**src/rtl/watchdog_pkg.sv**
```systemverilog
// Shared definitions for the watchdog and its downstream reset sequencer:
// local-bus register addresses, the software reset key, sequencer FSM states
// and STATUS register bit positions.
package watchdog_pkg;

    // Watchdog's own registers; the sequencer's map stays clear of these.
    localparam logic [7:0] WDT_CTRL_ADDR      = 8'h01;
    localparam logic [7:0] WDT_LOAD_ADDR      = 8'h04;
    localparam logic [7:0] WDT_KICK_ADDR      = 8'h08;

    // Reset sequencer registers.
    localparam logic [7:0] RSTSEQ_STATUS_ADDR = 8'h10;
    localparam logic [7:0] RSTSEQ_CLEAR_ADDR  = 8'h14;
    localparam logic [7:0] RSTSEQ_SWRST_ADDR  = 8'h18;

    // Software reset key written to the low byte of the SWRST register.
    localparam logic [7:0] SW_RST_KEY         = 8'hA5;

    // STATUS register layout.
    localparam int STAT_WDT_BIT    = 0;
    localparam int STAT_SW_BIT     = 1;
    localparam int STAT_MISSED_BIT = 2;
    localparam int STAT_BUSY_BIT   = 3;
    localparam int STAT_COUNT_LSB  = 8;

    // Reset sequencer FSM states.
    typedef enum logic [1:0] {
        IDLE    = 2'd0,
        ASSERT  = 2'd1,
        RELEASE = 2'd2
    } rstSeqState_t;

endpackage

```
**src/rtl/watchdog_sync2.sv**
```systemverilog
// Two-flop synchronizer for an active-low level. Resets to 1 so that a
// deasserted (high) input is assumed while the local bus is in reset.
module watchdog_sync2 (
    input  logic wLB_Clk,
    input  logic nwLB_Rst,
    input  logic syncIn,
    output logic syncOut
);

    logic syncMeta;

    // Shift the asynchronous input through two flops into the clock domain.
    always_ff @(posedge wLB_Clk or negedge nwLB_Rst) begin
        if (!nwLB_Rst) begin
            syncMeta <= 1'b1;
            syncOut  <= 1'b1;
        end else begin
            syncMeta <= syncIn;
            syncOut  <= syncMeta;
        end
    end

endmodule

```
**src/rtl/watchdog_rst_seq.sv**
```systemverilog
// Watchdog reset sequencer. Turns a watchdog timeout (falling edge of
// nwWatchdogRst) into a fixed-length system reset pulse followed by a delayed
// peripheral reset release, and records the cause and a saturating event count.
// Optional feature macro: WDT_SW_RST_EN enables the 0x18 software reset key
// register and the SW cause bit.
module watchdog_rst_seq
    import watchdog_pkg::*;
#(
    parameter int RST_PULSE_CYCLES  = 16,
    parameter int PERIPH_DLY_CYCLES = 8
) (
    input  logic        wLB_Clk,
    input  logic        nwLB_Rst,
    input  logic        nwWatchdogRst,
    input  logic        wLB_wr,
    input  logic        wLB_rd,
    input  logic [7:0]  wLB_add,
    input  logic [31:0] wLB_wr_data,
    output logic [31:0] bLB_rd_data,
    output logic        wLB_rd_valid,
    output logic        nwSysRst,
    output logic        nwPeriphRst
);

    localparam int CNT_MAX = (RST_PULSE_CYCLES > PERIPH_DLY_CYCLES) ?
                             RST_PULSE_CYCLES : PERIPH_DLY_CYCLES;
    localparam int CNT_W   = (CNT_MAX > 1) ? $clog2(CNT_MAX) : 1;
    localparam logic [CNT_W-1:0] PULSE_LOAD = CNT_W'(RST_PULSE_CYCLES - 1);
    localparam logic [CNT_W-1:0] DLY_LOAD   = CNT_W'(PERIPH_DLY_CYCLES - 1);

    rstSeqState_t     seqState;
    logic [CNT_W-1:0] seqCnt;
    logic             wdtSync;
    logic             wdtPrev;
    logic             wdtEdge;
    logic             swTrig;
    logic             anyTrig;
    logic             clearHit;
    logic             causeWdt;
    logic             causeSw;
    logic             missedFlag;
    logic [7:0]       eventCount;
    logic [31:0]      statusWord;
    logic             unusedWrData;

    watchdog_sync2 uWdtSync (
        .wLB_Clk (wLB_Clk),
        .nwLB_Rst(nwLB_Rst),
        .syncIn  (nwWatchdogRst),
        .syncOut (wdtSync)
    );

    // Register the falling edge of the synchronized watchdog level so a held-low input fires once.
    always_ff @(posedge wLB_Clk or negedge nwLB_Rst) begin
        if (!nwLB_Rst) begin
            wdtPrev <= 1'b1;
            wdtEdge <= 1'b0;
        end else begin
            wdtPrev <= wdtSync;
            wdtEdge <= wdtPrev & ~wdtSync;
        end
    end

`ifdef WDT_SW_RST_EN
    assign swTrig = wLB_wr && (wLB_add == RSTSEQ_SWRST_ADDR) &&
                    (wLB_wr_data[7:0] == SW_RST_KEY);
`else
    assign swTrig = 1'b0;
`endif

    assign unusedWrData = ^wLB_wr_data;
    assign anyTrig      = wdtEdge | swTrig;
    assign clearHit     = wLB_wr && (wLB_add == RSTSEQ_CLEAR_ADDR);

    // Sequencer FSM: one shared down-counter times both the pulse and the peripheral delay.
    always_ff @(posedge wLB_Clk or negedge nwLB_Rst) begin
        if (!nwLB_Rst) begin
            seqState    <= ASSERT;
            seqCnt      <= PULSE_LOAD;
            nwSysRst    <= 1'b0;
            nwPeriphRst <= 1'b0;
        end else begin
            case (seqState)
                IDLE: begin
                    if (anyTrig) begin
                        seqState    <= ASSERT;
                        seqCnt      <= PULSE_LOAD;
                        nwSysRst    <= 1'b0;
                        nwPeriphRst <= 1'b0;
                    end
                end
                ASSERT: begin
                    if (seqCnt == '0) begin
                        seqState <= RELEASE;
                        seqCnt   <= DLY_LOAD;
                        nwSysRst <= 1'b1;
                    end else begin
                        seqCnt <= seqCnt - 1'b1;
                    end
                end
                RELEASE: begin
                    if (seqCnt == '0) begin
                        seqState    <= IDLE;
                        nwPeriphRst <= 1'b1;
                    end else begin
                        seqCnt <= seqCnt - 1'b1;
                    end
                end
                default: begin
                    seqState    <= ASSERT;
                    seqCnt      <= PULSE_LOAD;
                    nwSysRst    <= 1'b0;
                    nwPeriphRst <= 1'b0;
                end
            endcase
        end
    end

    // Cause, missed and count registers; a same-cycle clear is applied before the trigger.
    always_ff @(posedge wLB_Clk or negedge nwLB_Rst) begin
        if (!nwLB_Rst) begin
            causeWdt   <= 1'b0;
            causeSw    <= 1'b0;
            missedFlag <= 1'b0;
            eventCount <= 8'h00;
        end else begin
            if (anyTrig && (seqState == IDLE)) begin
                causeWdt <= wdtEdge;
                causeSw  <= swTrig;
            end else if (clearHit) begin
                causeWdt <= 1'b0;
                causeSw  <= 1'b0;
            end

            if (anyTrig && (seqState != IDLE)) begin
                missedFlag <= 1'b1;
            end else if (clearHit) begin
                missedFlag <= 1'b0;
            end

            if (anyTrig) begin
                if (clearHit) begin
                    eventCount <= 8'h01;
                end else if (eventCount != 8'hFF) begin
                    eventCount <= eventCount + 8'h01;
                end
            end else if (clearHit) begin
                eventCount <= 8'h00;
            end
        end
    end

    // Assemble the STATUS word from the live state and the recorded event bits.
    always_comb begin
        statusWord                            = '0;
        statusWord[STAT_WDT_BIT]              = causeWdt;
        statusWord[STAT_SW_BIT]               = causeSw;
        statusWord[STAT_MISSED_BIT]           = missedFlag;
        statusWord[STAT_BUSY_BIT]             = (seqState != IDLE);
        statusWord[STAT_COUNT_LSB +: 8]       = eventCount;
    end

    // Registered read port: data is driven only alongside the one-cycle valid pulse.
    always_ff @(posedge wLB_Clk or negedge nwLB_Rst) begin
        if (!nwLB_Rst) begin
            wLB_rd_valid <= 1'b0;
            bLB_rd_data  <= 32'h0;
        end else if (wLB_rd && (wLB_add == RSTSEQ_STATUS_ADDR)) begin
            wLB_rd_valid <= 1'b1;
            bLB_rd_data  <= statusWord;
        end else begin
            wLB_rd_valid <= 1'b0;
            bLB_rd_data  <= 32'h0;
        end
    end

endmodule
```
**config.mk**
```make
export PLATFORM = sky130hd
export DESIGN_NAME = watchdog_rst_seq
export DESIGN_NICKNAME = d
export VERILOG_FILES = /design/src/rtl/watchdog_pkg.sv /design/src/rtl/watchdog_sync2.sv /design/src/rtl/watchdog_rst_seq.sv
export SDC_FILE = /design/constraint.sdc
export NUM_CORES = 1
export LEC_CHECK = 0
export BUFFER_PORTS_ARGS = -buffer_cell sky130_fd_sc_hd__buf_2
export CAP_MARGIN = 0
export CELL_PAD_IN_SITES_DETAIL_PLACEMENT = 1
export CELL_PAD_IN_SITES_GLOBAL_PLACEMENT = 2
export CORE_MARGIN = 4
export CORE_UTILIZATION = 29
export DETAILED_ROUTE_END_ITERATION = 6
export PLACE_DENSITY = 0.9
export SETUP_SLACK_MARGIN = 0.2
export SLEW_MARGIN = 40
export SYNTH_ARGS = -nofsm -noshare
export SYNTH_HDL_FRONTEND = slang
export SYNTH_SLANG_ARGS = --single-unit
```
**constraint.sdc**
```tcl
create_clock -name wLB_Clk -period 3.5 [get_ports wLB_Clk]
set_clock_uncertainty 0.05 [all_clocks]
set_input_delay 0 -clock wLB_Clk [delete_from_list [all_inputs] [get_ports wLB_Clk]]
set_output_delay 0 -clock wLB_Clk [all_outputs]
set_load 0.005 [all_outputs]
```
==> metrics.md, run 1 <==
| Metric | Value |
|---|---|
| Chip Height | `about 85 um` |
| Synth cell types | `38` |
| Full die area | `about 7000 um2` |
| # resized after CTS | `0` |
| RSZ-0062 raised after global routing | `false` |
| Reg2reg setup slack | `about 1.7 ns` |
| Synthesized instance count | `about 160` |
| FILL cells | `a little under 700` |
| Proportion of synthesized chip area in sequential cells | `approximately half` |
| Worst EP required | `~3.7 ns` |
| Placeable core region | `5608 um2` |
| Share of final-layout standard cells stronger than drive strength 1 | `23.08%` |
| Yosys reg bits | `34` |
| Worst Setup End Kind | `register` |
| Latest clock arrival within the worst-skew pair | `between 0.2 and 0.3 ns` |
| Initial core utilization | `a little under a third` |
| Number of antenna violations at the first check in global routing | `0` |
| DRC violations left | `0` |
| Area Growth Syn to Fin | `13.93%` |
| Ys Warns | `0` |
| Sum Neg Setup Slack | `0 ns` |
| CTS root buffer | `sky130_fd_sc_hd__clkbuf_8` |
| Final hold viol count | `0` |
| IO Port Bufs | `26` |
| ANT nets after route | `0` |
| Num CTS Buffers | `5` |
| Power consumption | `around 1.3 mW` |
| Proportion of register bits with asynchronous set or reset after synthesis | `100.0%` |
| Smallest hold slack | `between 0.06 and 0.07 ns` |
| Headroom to the max-slew limit | `a little under three fifths` |
| IR drop worst, VDD | `170.5 uV` |
| Pre-antenna DRT Iters | `2` |
| Final Instance Area | `approximately 1900 um2` |
| Final setup violation count | `0` |
| Origin of the critical flop-to-flop path | `seqCnt[0]` |
| Clock tree from TritonCTS | `built` |
| Post-DP HPWL | `about 2500 um` |
| Final worst path period share | `a little over half` |
| Number of DRC violations after detailed-routing iteration 0 | `23` |
| Via-to-Cell Ratio | `4.375` |
| Number of rows in the core area | `27` |
| Start point of the worst hold path | `wLB_wr` |
| Maximum fanout along the worst path | `4` |
| Max clock buf depth | `2` |
| Highest clock frequency the design can meet | `0.5407 GHz` |
| Number of max-slew violations in the final report | `0` |
| Post-DP Area | `1813 um2` |
| Nets | `245` |
| Vias in the first global route | `between 1000 and 1500` |
| Last weighted congestion value of the routability-driven placer | `roughly 0.74` |
| Most used flip-flop cell after synthesis | `sky130_fd_sc_hd__dfrtp_1` |
| Leakage power figure | `around 0.95 nW` |
| Overall global routing resource usage | `between 10% and 20%` |
| H-tree levels | `2` |
| Power density cells | `646.5 nW/um2` |
| # hold bufs at CTS | `4` |
| Min-Delay Path Class | `input port to register` |
| Result of the run | `finished, final reports clean` |
| Wire per inst | `between 10 and 15 um` |
| Antenna diode count | `0` |
| Number of post-CTS setup repair buffers | `0` |
| Max-cap violations | `0` |
| Grt ovf | `0` |
| Final WL | `~3400 um` |
| Crit Path Category | `register to register` |
| Endpoint arrival time on the critical path | `~2.0 ns` |
| Core utilization of the finished layout | `between 30 and 40%` |
| Die extent in x | `approximately 85 um` |
| Element type at the critical path start | `register` |
| Number of I/O pins | `80` |
| Number of synthesized flops with an enable pin | `0` |
| Clock Pin Slew Worst Setup and Hold Paths | `0.07 ns` |
| First-pass GRT wire length | `~5800 um` |
| Netlist area before placement | `approximately 1700 um2` |
| Worst Max-Slew Pin Slew | `~0.66 ns` |
| Launch point of the critical path | `seqCnt[0]` |
| Total number of clock tree sinks | `34` |
| Vias post-DR | `~1200` |
| Pin count of the biggest net entering global routing | `35` |
| Avg Synthesized Cell Area | `between 10 and 15 um2` |
| Minimum clock period | `1.850 ns` |
-- report_power, final --
part | internal, mW | switching, mW | total, mW
clock | 0.133 | 0.140 | 0.274
combinational | 0.164 | 0.221 | 0.384
sequential | 0.499 | 0.0931 | 0.592
total | 0.796 | 0.454 | 1.25
-- per-layer routing --
metal / vias up / routed length [um] / track usage, %
li1: 568 / - / -
met1: 565 / 1409 / 11.71
met2: 29 / 1767 / 17.37
met3: 6 / 190 / 4.024
met4: 0 / 57 / 3.885
met5: - / 0 / 0
-- worst max-delay path, stage by stage (launching register included) --
cell,delay (ns)
sky130_fd_sc_hd__dfstp_2,0.39
sky130_fd_sc_hd__inv_1,0.05
sky130_fd_sc_hd__ha_1,0.20
sky130_fd_sc_hd__nor3b_1,0.45
sky130_fd_sc_hd__a21oi_1,0.24
sky130_fd_sc_hd__nor2b_1,0.18
sky130_fd_sc_hd__a211o_1,0.22
-- cells in the final DEF, fill, tap and decap left out, types with 2 or more instances in the layout --
| master | n |
|---|---|
| sky130_fd_sc_hd__dfrtp_1 | 26 |
| sky130_fd_sc_hd__a211o_1 | 2 |
| sky130_fd_sc_hd__nor2_1 | 11 |
| sky130_fd_sc_hd__and3_1 | 3 |
| sky130_fd_sc_hd__or3_1 | 2 |
| sky130_fd_sc_hd__inv_1 | 10 |
| sky130_fd_sc_hd__buf_2 | 25 |
| sky130_fd_sc_hd__clkbuf_8 | 5 |
| sky130_fd_sc_hd__clkinv_2 | 2 |
| sky130_fd_sc_hd__nor3_1 | 3 |
| sky130_fd_sc_hd__nand3_1 | 2 |
| sky130_fd_sc_hd__o22a_1 | 2 |
| sky130_fd_sc_hd__nor2b_1 | 5 |
| sky130_fd_sc_hd__o21ai_1 | 2 |
| sky130_fd_sc_hd__a21oi_1 | 10 |
| sky130_fd_sc_hd__o21ai_0 | 5 |
| sky130_fd_sc_hd__ha_1 | 5 |
| sky130_fd_sc_hd__dlygate4sd3_1 | 4 |
| sky130_fd_sc_hd__and2_1 | 10 |
| sky130_fd_sc_hd__xor2_1 | 3 |
| sky130_fd_sc_hd__conb_1 | 21 |
| sky130_fd_sc_hd__dfstp_2 | 8 |
| sky130_fd_sc_hd__o211ai_1 | 3 |
| sky130_fd_sc_hd__o2111ai_1 | 2 |
| sky130_fd_sc_hd__nand2b_1 | 4 |
| sky130_fd_sc_hd__nand2_1 | 6 |
-- flip-flops by register name (all words and copies together) (netlist names) --
register	count
bLB_rd_data	11
eventCount	8
seqCnt	4
seqState	2
anyTrig	1
causeWdt	1
missedFlag	1
nwPeriphRst	1
nwSysRst	1
uWdtSync.syncMeta	1
uWdtSync.syncOut	1
wLB_rd_valid	1
wdtPrev	1
-- layout make-up --
class / count / area, um2 / area share (%)
flip-flops and latches: 34 / 860.8 / 44.50
clock inverters: 2 / 10.01 / 0.5175
well taps: 72 / 90.09 / 4.657
inverters: 10 / 37.54 / 1.940
multi-input cells: 114 / 694.4 / 35.90
repair buffers: 30 / 172.7 / 8.926
clock buffers: 5 / 68.82 / 3.558
-- cell usage after synthesis (3+ instances only) --
master                     instances  share of area (%)
sky130_fd_sc_hd__nor2b_1           5                1.8
sky130_fd_sc_hd__o21ai_0           5                1.5
sky130_fd_sc_hd__inv_1            10                2.2
sky130_fd_sc_hd__ha_1              5                3.7
sky130_fd_sc_hd__nand2b_1          4                1.5
sky130_fd_sc_hd__and2_1           10                3.7
sky130_fd_sc_hd__and3_1            3                1.1
sky130_fd_sc_hd__nor3_1            3               0.88
sky130_fd_sc_hd__nand2_1           6                1.3
sky130_fd_sc_hd__xor2_1            3                1.5
sky130_fd_sc_hd__dfrtp_1          26                 38
sky130_fd_sc_hd__buf_4            22                9.7
sky130_fd_sc_hd__nor2_1           11                2.4
sky130_fd_sc_hd__a21oi_1          10                2.9
sky130_fd_sc_hd__o211ai_1          3                1.3
sky130_fd_sc_hd__dfstp_2           8                 12
-- path summary, 6_finish.rpt --
check / to / cells past startpoint
worst max-delay path: seqCnt[2] / 6
min in group asynchronous: nwSysRst / 2
worst min-delay path: eventCount[1] / 4
worst max register to register: seqCnt[2] / 6
max in group asynchronous: uWdtSync.syncMeta / 2
worst min register to register: uWdtSync.syncOut / 0
-- per-stage QoR --
stage          setup WS (ns)  cells
6_report               1.650    267
5_1_grt                1.494    267
4_1_cts                1.615    267
3_5_place_dp           1.635    256
3_3_place_gp           1.650    256
2_1_floorplan          1.946    182
-- logic make-up (layout without fill, tap and decap cells) --
logic type | Yosys count | count (layout) | synth area share [%]
and+or+nand+nor | 53 | 53 | 18.57
DFF | 34 | 34 | 50.70
buffers and inverters | 34 | 47 | 12.82
AOI/OAI and AO/OA | 30 | 30 | 11.35
adders and majority gates | 5 | 5 | 3.685
xor gates and xnor gates | 4 | 4 | 2.064
other | 1 | 21 | 0.2209
muxes | 1 | 1 | 0.5896
No activity file was read; power rests on OpenSTA's default activity.
==> run 2: changes to the inputs <==
--- a/config.mk
+++ b/config.mk
@@ -5,14 +5,15 @@
 export SDC_FILE = /design/constraint.sdc
 export NUM_CORES = 1
 export LEC_CHECK = 0
+export ABC_AREA = 1
 export BUFFER_PORTS_ARGS = -buffer_cell sky130_fd_sc_hd__buf_2
 export CAP_MARGIN = 0
 export CELL_PAD_IN_SITES_DETAIL_PLACEMENT = 1
 export CELL_PAD_IN_SITES_GLOBAL_PLACEMENT = 2
 export CORE_MARGIN = 4
-export CORE_UTILIZATION = 29
+export CORE_UTILIZATION = 23
 export DETAILED_ROUTE_END_ITERATION = 6
-export PLACE_DENSITY = 0.9
+export PLACE_DENSITY = 0.8
 export SETUP_SLACK_MARGIN = 0.2
 export SLEW_MARGIN = 40
 export SYNTH_ARGS = -nofsm -noshare
==> constraint.sdc (replaced) <==
create_clock -name wLB_Clk -period 1.56 [get_ports wLB_Clk]
set_clock_uncertainty 0.05 [all_clocks]
set_input_delay 0 -clock wLB_Clk [delete_from_list [all_inputs] [get_ports wLB_Clk]]
set_output_delay 0 -clock wLB_Clk [all_outputs]
set_load 0.005 [all_outputs]
==> run 2 against run 1 <==
- fmax is 29% higher
- area after synthesis is 3.8% higher
- count of clock-buffer cells in the layout is 2 higher
- setup slack worse by 1.5 ns
- final area is 22% higher
- largest power group is now combinational cells
- first-iteration DRC count is 96% higher
- worst hold slack better by 0.015 ns
- register-to-register slack worse by 1.5 ns
- clock power is 140% higher
- critical endpoint is now seqCnt[1]
- total power grew to 2.6 times the previous value
==> metrics.md, run 2 <==
| Metric | Value |
|---|---|
| Clock Pin Slew Worst Setup and Hold Paths | `~0.070 ns` |
| Power consumption | `about 3.2 mW` |
| Grt ovf | `0` |
| Ys Warns | `0` |
| Launch point of the critical path | `seqState[0]` |
| CTS root buffer | `sky130_fd_sc_hd__clkbuf_8` |
| Area Growth Syn to Fin | `34.35%` |
| Filler-free cell count of the finished design | `357` |
| Nets | `about 300` |
| Maximum fanout along the worst path | `3` |
| Worst setup path endpoint | `seqCnt[1]` |
| Leakage power figure | `1.207 nW` |
| Initial core utilization | `between 20% and 30%` |
| Worst flop-to-flop path endpoint | `seqCnt[1]` |
| FILL cells | `roughly 870` |
| Final setup violation count | `0` |
| Total number of clock tree sinks | `34` |
| H-tree levels | `2` |
| Largest register FFs | `11` |
| Most frequent cells after synthesis | `sky130_fd_sc_hd__nand2_1, sky130_fd_sc_hd__nor2_1, sky130_fd_sc_hd__inv_1` |
| Post-DP HPWL | `around 2800 um` |
| Number of DRC violations after detailed-routing iteration 0 | `45` |
| Wire per inst | `~11 um` |
| Number of antenna violations at the first check in global routing | `0` |
| Synth cell types | `26` |
| Origin of the critical flop-to-flop path | `seqState[0]` |
| Via-to-Cell Ratio | `~4.0` |
| Minimum clock period | `~1.4 ns` |
| Most used flip-flop cell after synthesis | `sky130_fd_sc_hd__dfrtp_1` |
| Avg Synthesized Cell Area | `~8.5 um2` |
| Element type at the critical path start | `register` |
| Final hold viol count | `0` |
| Largest registers | `bLB_rd_data: 11 flops, eventCount: 8 flops, seqCnt: 4 flops` |
| Chip Height | `about 96 um` |
| Largest area contributor in the synthesized netlist | `sky130_fd_sc_hd__dfrtp_1` |
| Result of the run | `finished, final reports clean` |
| Power density cells | `1351 nW/um2` |
| Register ranked first by flip-flop count | `bLB_rd_data` |
| IO Port Bufs | `26` |
| Number of synthesized flops with an enable pin | `0` |
| Final worst path period share | `around 90%` |
| Share of final-layout standard cells stronger than drive strength 1 | `between 40% and 50%` |
| Reg2reg setup slack | `about 0.12 ns` |
| Top cells by area in the synthesized netlist | `sky130_fd_sc_hd__dfrtp_1, sky130_fd_sc_hd__dfstp_2, sky130_fd_sc_hd__buf_4` |
| Number of I/O pins | `80` |
| Synthesized instance count | `207` |
| Crit Path Category | `register to register` |
| IR drop worst, VDD | `roughly 360 uV` |
| Pre-antenna DRT Iters | `2` |
| Worst EP required | `between 1.5 and 2 ns` |
| DRC violations left | `0` |
| Depth of the most critical reg-to-reg path | `7` |
| Final WL | `4102 um` |
| RSZ-0062 raised after global routing | `true` |
| First-pass GRT wire length | `between 6000 and 7000 um` |
| Number of placed cells counting well taps | `around 330` |
| Placeable core region | `between 7000 and 8000 um2` |
| Max-cap violations | `0` |
| Number of rows in the core area | `31` |
| ANT nets after route | `0` |
| Last weighted congestion value of the routability-driven placer | `slightly below 0.8` |
| Proportion of register bits with asynchronous set or reset after synthesis | `100.0%` |
| Netlist area before placement | `between 1500 and 2000 um2` |
| Most used cells in the layout excluding fill and tap cells | `sky130_fd_sc_hd__nand2_1, sky130_fd_sc_hd__nor2_1, sky130_fd_sc_hd__dfrtp_1, sky130_fd_sc_hd__buf_2, sky130_fd_sc_hd__inv_1` |
| Yosys reg bits | `34` |
| Vias post-DR | `between 1000 and 1500` |
| Die extent in x | `about 96 um` |
| Full die area | `between 9000 and 10000 um2` |
| Clock tree from TritonCTS | `built` |
| Latest clock arrival within the worst-skew pair | `0.28 ns` |
| Sum Neg Setup Slack | `0 ns` |
| Max clock buf depth | `2` |
| Pin count of the biggest net entering global routing | `35` |
| Overall global routing resource usage | `under 10%` |
| Number of max-slew violations in the final report | `0` |
| Antenna diode count | `0` |
| Num CTS Buffers | `5` |
| Highest clock frequency the design can meet | `approximately 0.70 GHz` |
| Endpoint arrival time on the critical path | `~1.6 ns` |
| Proportion of synthesized chip area in sequential cells | `approximately 50%` |
| Vias in the first global route | `between 1000 and 1500` |
| Most frequent cell after synthesis | `sky130_fd_sc_hd__nand2_1` |
| Min-Delay Path Class | `input port to register` |
| Worst Setup End Kind | `register` |
| Fraction of synthesized cell area taken by the top area cell type | `between 30 and 40%` |
| Smallest hold slack | `0.08412 ns` |
==> run 2: how the worst min path moves through the flow <==
stage | from | end | slack, ns | cells past startpoint
CTS | wLB_wr | missedFlag | 0.09 | 4
detailed placement | nwLB_Rst | bLB_rd_data[9] | -0.07 | 2
global placement | nwLB_Rst | bLB_rd_data[15] | -0.08 | 2
global route | wLB_wr | missedFlag | 0.14 | 4
finish | wLB_wr | missedFlag | 0.08 | 4
floorplan | nwLB_Rst | anyTrig | -0.35 | 0
==> run 2: final cells by class <==
cell class	instances	area, um2	area share, %
flip-flops and latches	34	860.8	36.34
multi-input cells	138	853.3	36.03
inverters	32	133.9	5.652
repair buffers	46	305.3	12.89
well taps	99	123.9	5.230
clock inverters	1	5.005	0.2113
clock buffers	7	86.33	3.645
==> run 2: metal layers <==
layer  track usage [%]  part of all wire, %
met5                 0                    0
met4             4.621                  2.0
met3             1.973                  5.2
met2             14.59                   50
met1             11.35                   42
==> run 2: timing repair <==
action                     4_1_cts  5_1_grt
gates cloned                     0        0
pin swaps                        7       13
setup buffers                    5        9
hold buffers                     2        0
hold endpoints to repair        35        0
gates resized for setup         22       36
setup endpoints to repair       16       16
==> run 2: cells by family after synthesis <==
family,share of synthesized area (%)
AND/OR/NAND/NOR,22.07
XOR/XNOR,0.9938
other,0.2127
flip-flops,48.83
AO/OA/AOI/OAI,7.878
buffers and inverters,16.47
adder cells (fa/ha/maj),3.549
==> run 2: critical path, stage by stage, from the launching register on <==
cell                      delay [ns]
sky130_fd_sc_hd__dfstp_2        0.54
sky130_fd_sc_hd__inv_2          0.06
sky130_fd_sc_hd__ha_4           0.17
sky130_fd_sc_hd__nor2_4         0.10
sky130_fd_sc_hd__buf_4          0.11
sky130_fd_sc_hd__o21ai_1        0.06
sky130_fd_sc_hd__o21ai_1        0.17
sky130_fd_sc_hd__o21ai_1        0.09
==> run 2: report_power, final <==
group / leakage, nW / total [mW] / internal (mW) / switching, mW
combinational: 0.734 / 1.29 / 0.577 / 0.716
clock: 0.0482 / 0.670 / 0.356 / 0.314
sequential: 0.426 / 1.24 / 1.09 / 0.151
total: 1.21 / 3.20 / 2.02 / 1.18
==> run 2: per-stage QoR <==
| stage | utilization [%] | setup WS, ns | cell area, um2 |
|---|---|---|---|
| finish | 32.14 | 0.1238 | 2369 |
| global placement | 26.69 | 0.06049 | 1967 |
| detailed placement | 26.69 | 0.03262 | 1967 |
| floorplan | - | 0.2053 | 1841 |
| global route | 32.14 | 0.06002 | 2369 |
| CTS | 29.41 | 0.1554 | 2167 |
==> run 3: changes to the inputs <==
--- a/config.mk
+++ b/config.mk
@@ -10,6 +10,7 @@
 export CAP_MARGIN = 0
 export CELL_PAD_IN_SITES_DETAIL_PLACEMENT = 1
 export CELL_PAD_IN_SITES_GLOBAL_PLACEMENT = 2
+export CORE_ASPECT_RATIO = 1.25
 export CORE_MARGIN = 4
 export CORE_UTILIZATION = 23
 export DETAILED_ROUTE_END_ITERATION = 6
==> run 3 against run 2 <==
- final cell count decreased by 3.4%
- critical path depth unchanged
- final area decreased by 2.5%
- combinational power about the same
- global-route usage decreased by 0.20 points
- largest cell class unchanged
- first-iteration DRC count decreased by 51%
- worst hold slack improved by 0.011 ns
- die area about the same
- total power increased by 1.7%
- utilization decreased by 0.95 points
- non-clock buffer count decreased by 5
- count of clock-buffer cells in the layout increased by 1
==> metrics.md, run 3 (same netlist as run 2, synthesis figures left out) <==
| Metric | Value |
|---|---|
| Sequential fraction of design power | `37.8%` |
| Headroom to the max-slew limit | `between 60% and 70%` |
| Largest registers | `bLB_rd_data: 11 flops, eventCount: 8 flops, seqCnt: 4 flops` |
| Latest clock arrival within the worst-skew pair | `roughly 0.28 ns` |
| Minimum clock period | `around 1.4 ns` |
| Number of placed cells counting well taps | `between 300 and 400` |
| Max-cap violations | `0` |
| Largest register FFs | `11` |
| Number of max-slew violations in the final report | `0` |
| IO Port Bufs | `26` |
| Area Growth Syn to Fin | `30.94%` |
| Highest clock frequency the design can meet | `slightly above 0.7 GHz` |
| Final hold viol count | `0` |
| Register ranked first by flip-flop count | `bLB_rd_data` |
| Nets | `302` |
| Antenna diode count | `0` |
| Met3 routed WL | `185 um` |
| Number of DRC violations after detailed-routing iteration 0 | `22` |
| Min-Delay Path Class | `input port to register` |
| Maximum fanout along the worst path | `3` |
| IR drop worst, VDD | `approximately 400 uV` |
| Smallest hold slack | `roughly 0.095 ns` |
| Cell internal power dissipation | `2.095 mW` |
| Sum Neg Setup Slack | `0 ns` |
| Relative contribution of combinational cells to total power | `38.9%` |
| Initial core utilization | `about a quarter` |
| Pre-antenna DRT Iters | `4` |
| Number of rows in the core area | `35` |
| Power consumption | `between 3 and 4 mW` |
| Pin count of the biggest net entering global routing | `35` |
| RSZ-0062 raised after global routing | `true` |
| H-tree levels | `2` |
| Leakage power figure | `approximately 1.2 nW` |
| Placeable core region | `approximately 7400 um2` |
| DRC violations left | `0` |
| Share of final-layout standard cells stronger than drive strength 1 | `39.53%` |
| Last weighted congestion value of the routability-driven placer | `roughly 0.80` |
| Post-DP HPWL | `roughly 2900 um` |
| Detail Route met2 WL | `~2300 um` |
| CTS root buffer | `sky130_fd_sc_hd__clkbuf_8` |
| Net switching power of the design | `roughly 1.2 mW` |
| Grt ovf | `0` |
| Final WL | `between 3000 and 4000 um` |
| Highest layer used for signal routing | `met4` |
| Share of power burned in the clock network | `a little under a quarter` |
| Worst EP required | `1.72 ns` |
| Die extent in x | `86.31 um` |
| Result of the run | `finished, final reports clean` |
| Via-to-Cell Ratio | `between 4 and 5` |
| Full die area | `between 9000 and 10000 um2` |
| Power density cells | `about 1400 nW/um2` |
| Max clock buf depth | `2` |
| Final worst path period share | `between 90% and 100%` |
| Vias post-DR | `roughly 1400` |
| Clock Pin Slew Worst Setup and Hold Paths | `about 0.07 ns` |
| Num CTS Buffers | `5` |
| Most used cells in the layout excluding fill and tap cells | `sky130_fd_sc_hd__nand2_1, sky130_fd_sc_hd__nor2_1, sky130_fd_sc_hd__dfrtp_1, sky130_fd_sc_hd__buf_2` |
| Wire length on met1 | `between 1000 and 1500 um` |
| ANT nets after route | `0` |
| Wire per inst | `between 10 and 15 um` |
| Worst Max-Slew Pin Slew | `between 0.4 and 0.5 ns` |
| Filler-free cell count of the finished design | `between 300 and 400` |
| Number of antenna violations at the first check in global routing | `0` |
| Fraction of power spent switching nets | `around 36%` |
| Vias in the first global route | `~1500` |
| Number of I/O pins | `80` |
| First-pass GRT wire length | `approximately 6500 um` |
| Clock tree from TritonCTS | `built` |
| Element type at the critical path start | `register` |
| Chip Height | `~110 um` |
| Endpoint arrival time on the critical path | `approximately 1.6 ns` |
| Worst Setup End Kind | `register` |
| Overall global routing resource usage | `around 8.9%` |
| Final setup violation count | `0` |
| Total number of clock tree sinks | `34` |
| Crit Path Category | `register to register` |
## run 3: power groups by stage
stage	Combinational (mW)	Sequential (mW)	Clock (mW)
CTS	1.10	1.21	0.798
floorplan	0.630	1.19	0
global placement	0.819	1.21	0
global route	1.43	1.25	0.828
detailed placement	0.838	1.22	0
finish	1.27	1.23	0.758
## run 3: cell type report
| class | instances | area, um2 |
|---|---|---|
| Timing Repair Buffer | 41 | 251.5 |
| Inverter | 32 | 127.6 |
| Sequential cell | 34 | 860.8 |
| Multi-Input combinational cell | 138 | 843.3 |
| Tap cell | 92 | 115.1 |
| Fill cell | 881 | 5092 |
| Clock buffer | 8 | 110.1 |
## run 3: path summary, 6_finish.rpt
path / cells past startpoint / slack [ns] / from / endpoint
setup / recovery: 7 / 0.14 / seqState[0] / seqCnt[0]
hold / removal: 4 / 0.1 / wLB_wr / missedFlag
setup reg to reg: 7 / 0.14 / seqState[0] / seqCnt[0]
hold reg to reg: 0 / 0.31 / uWdtSync.syncMeta / uWdtSync.syncOut
max in group asynchronous: 3 / 0.90 / nwLB_Rst / wdtPrev
min in group asynchronous: 3 / 0.22 / nwLB_Rst / bLB_rd_data[2]
## run 3: stage by stage
step	utilization [%]	cell area, um2	setup slack (ns)
global placement	26.29	1946	0.05560
floorplan	-	1841	0.2053
finish	31.19	2308	0.1416
global route	31.19	2308	0.04971
CTS	29.72	2200	0.1761
detailed placement	26.29	1946	0.04961
## run 3: critical path, cell delays in order (launching register included)
cell	delay [ns]
sky130_fd_sc_hd__dfstp_2	0.58
sky130_fd_sc_hd__inv_4	0.06
sky130_fd_sc_hd__ha_4	0.18
sky130_fd_sc_hd__nor2_4	0.11
sky130_fd_sc_hd__buf_6	0.11
sky130_fd_sc_hd__o21ai_1	0.05
sky130_fd_sc_hd__o21ai_1	0.12
sky130_fd_sc_hd__o21ai_1	0.08
## run 3: per-layer routing
| layer | up-vias | GRT usage [%] |
|---|---|---|
| met5 | - | 0 |
| met4 | 0 | 2.673 |
| met3 | 6 | 1.876 |
| met2 | 28 | 16.98 |
| met1 | 679 | 9.459 |
| li1 | 683 | - |
## run 3: timing repair
item | 4_1_cts | 5_1_grt
hold buffers | 2 | 0
gates cloned | 0 | 0
setup buffers | 7 | 2
setup endpoints to repair | 16 | 16
hold endpoints to repair | 27 | 0
gates resized for setup | 26 | 27
pin swaps | 6 | 12
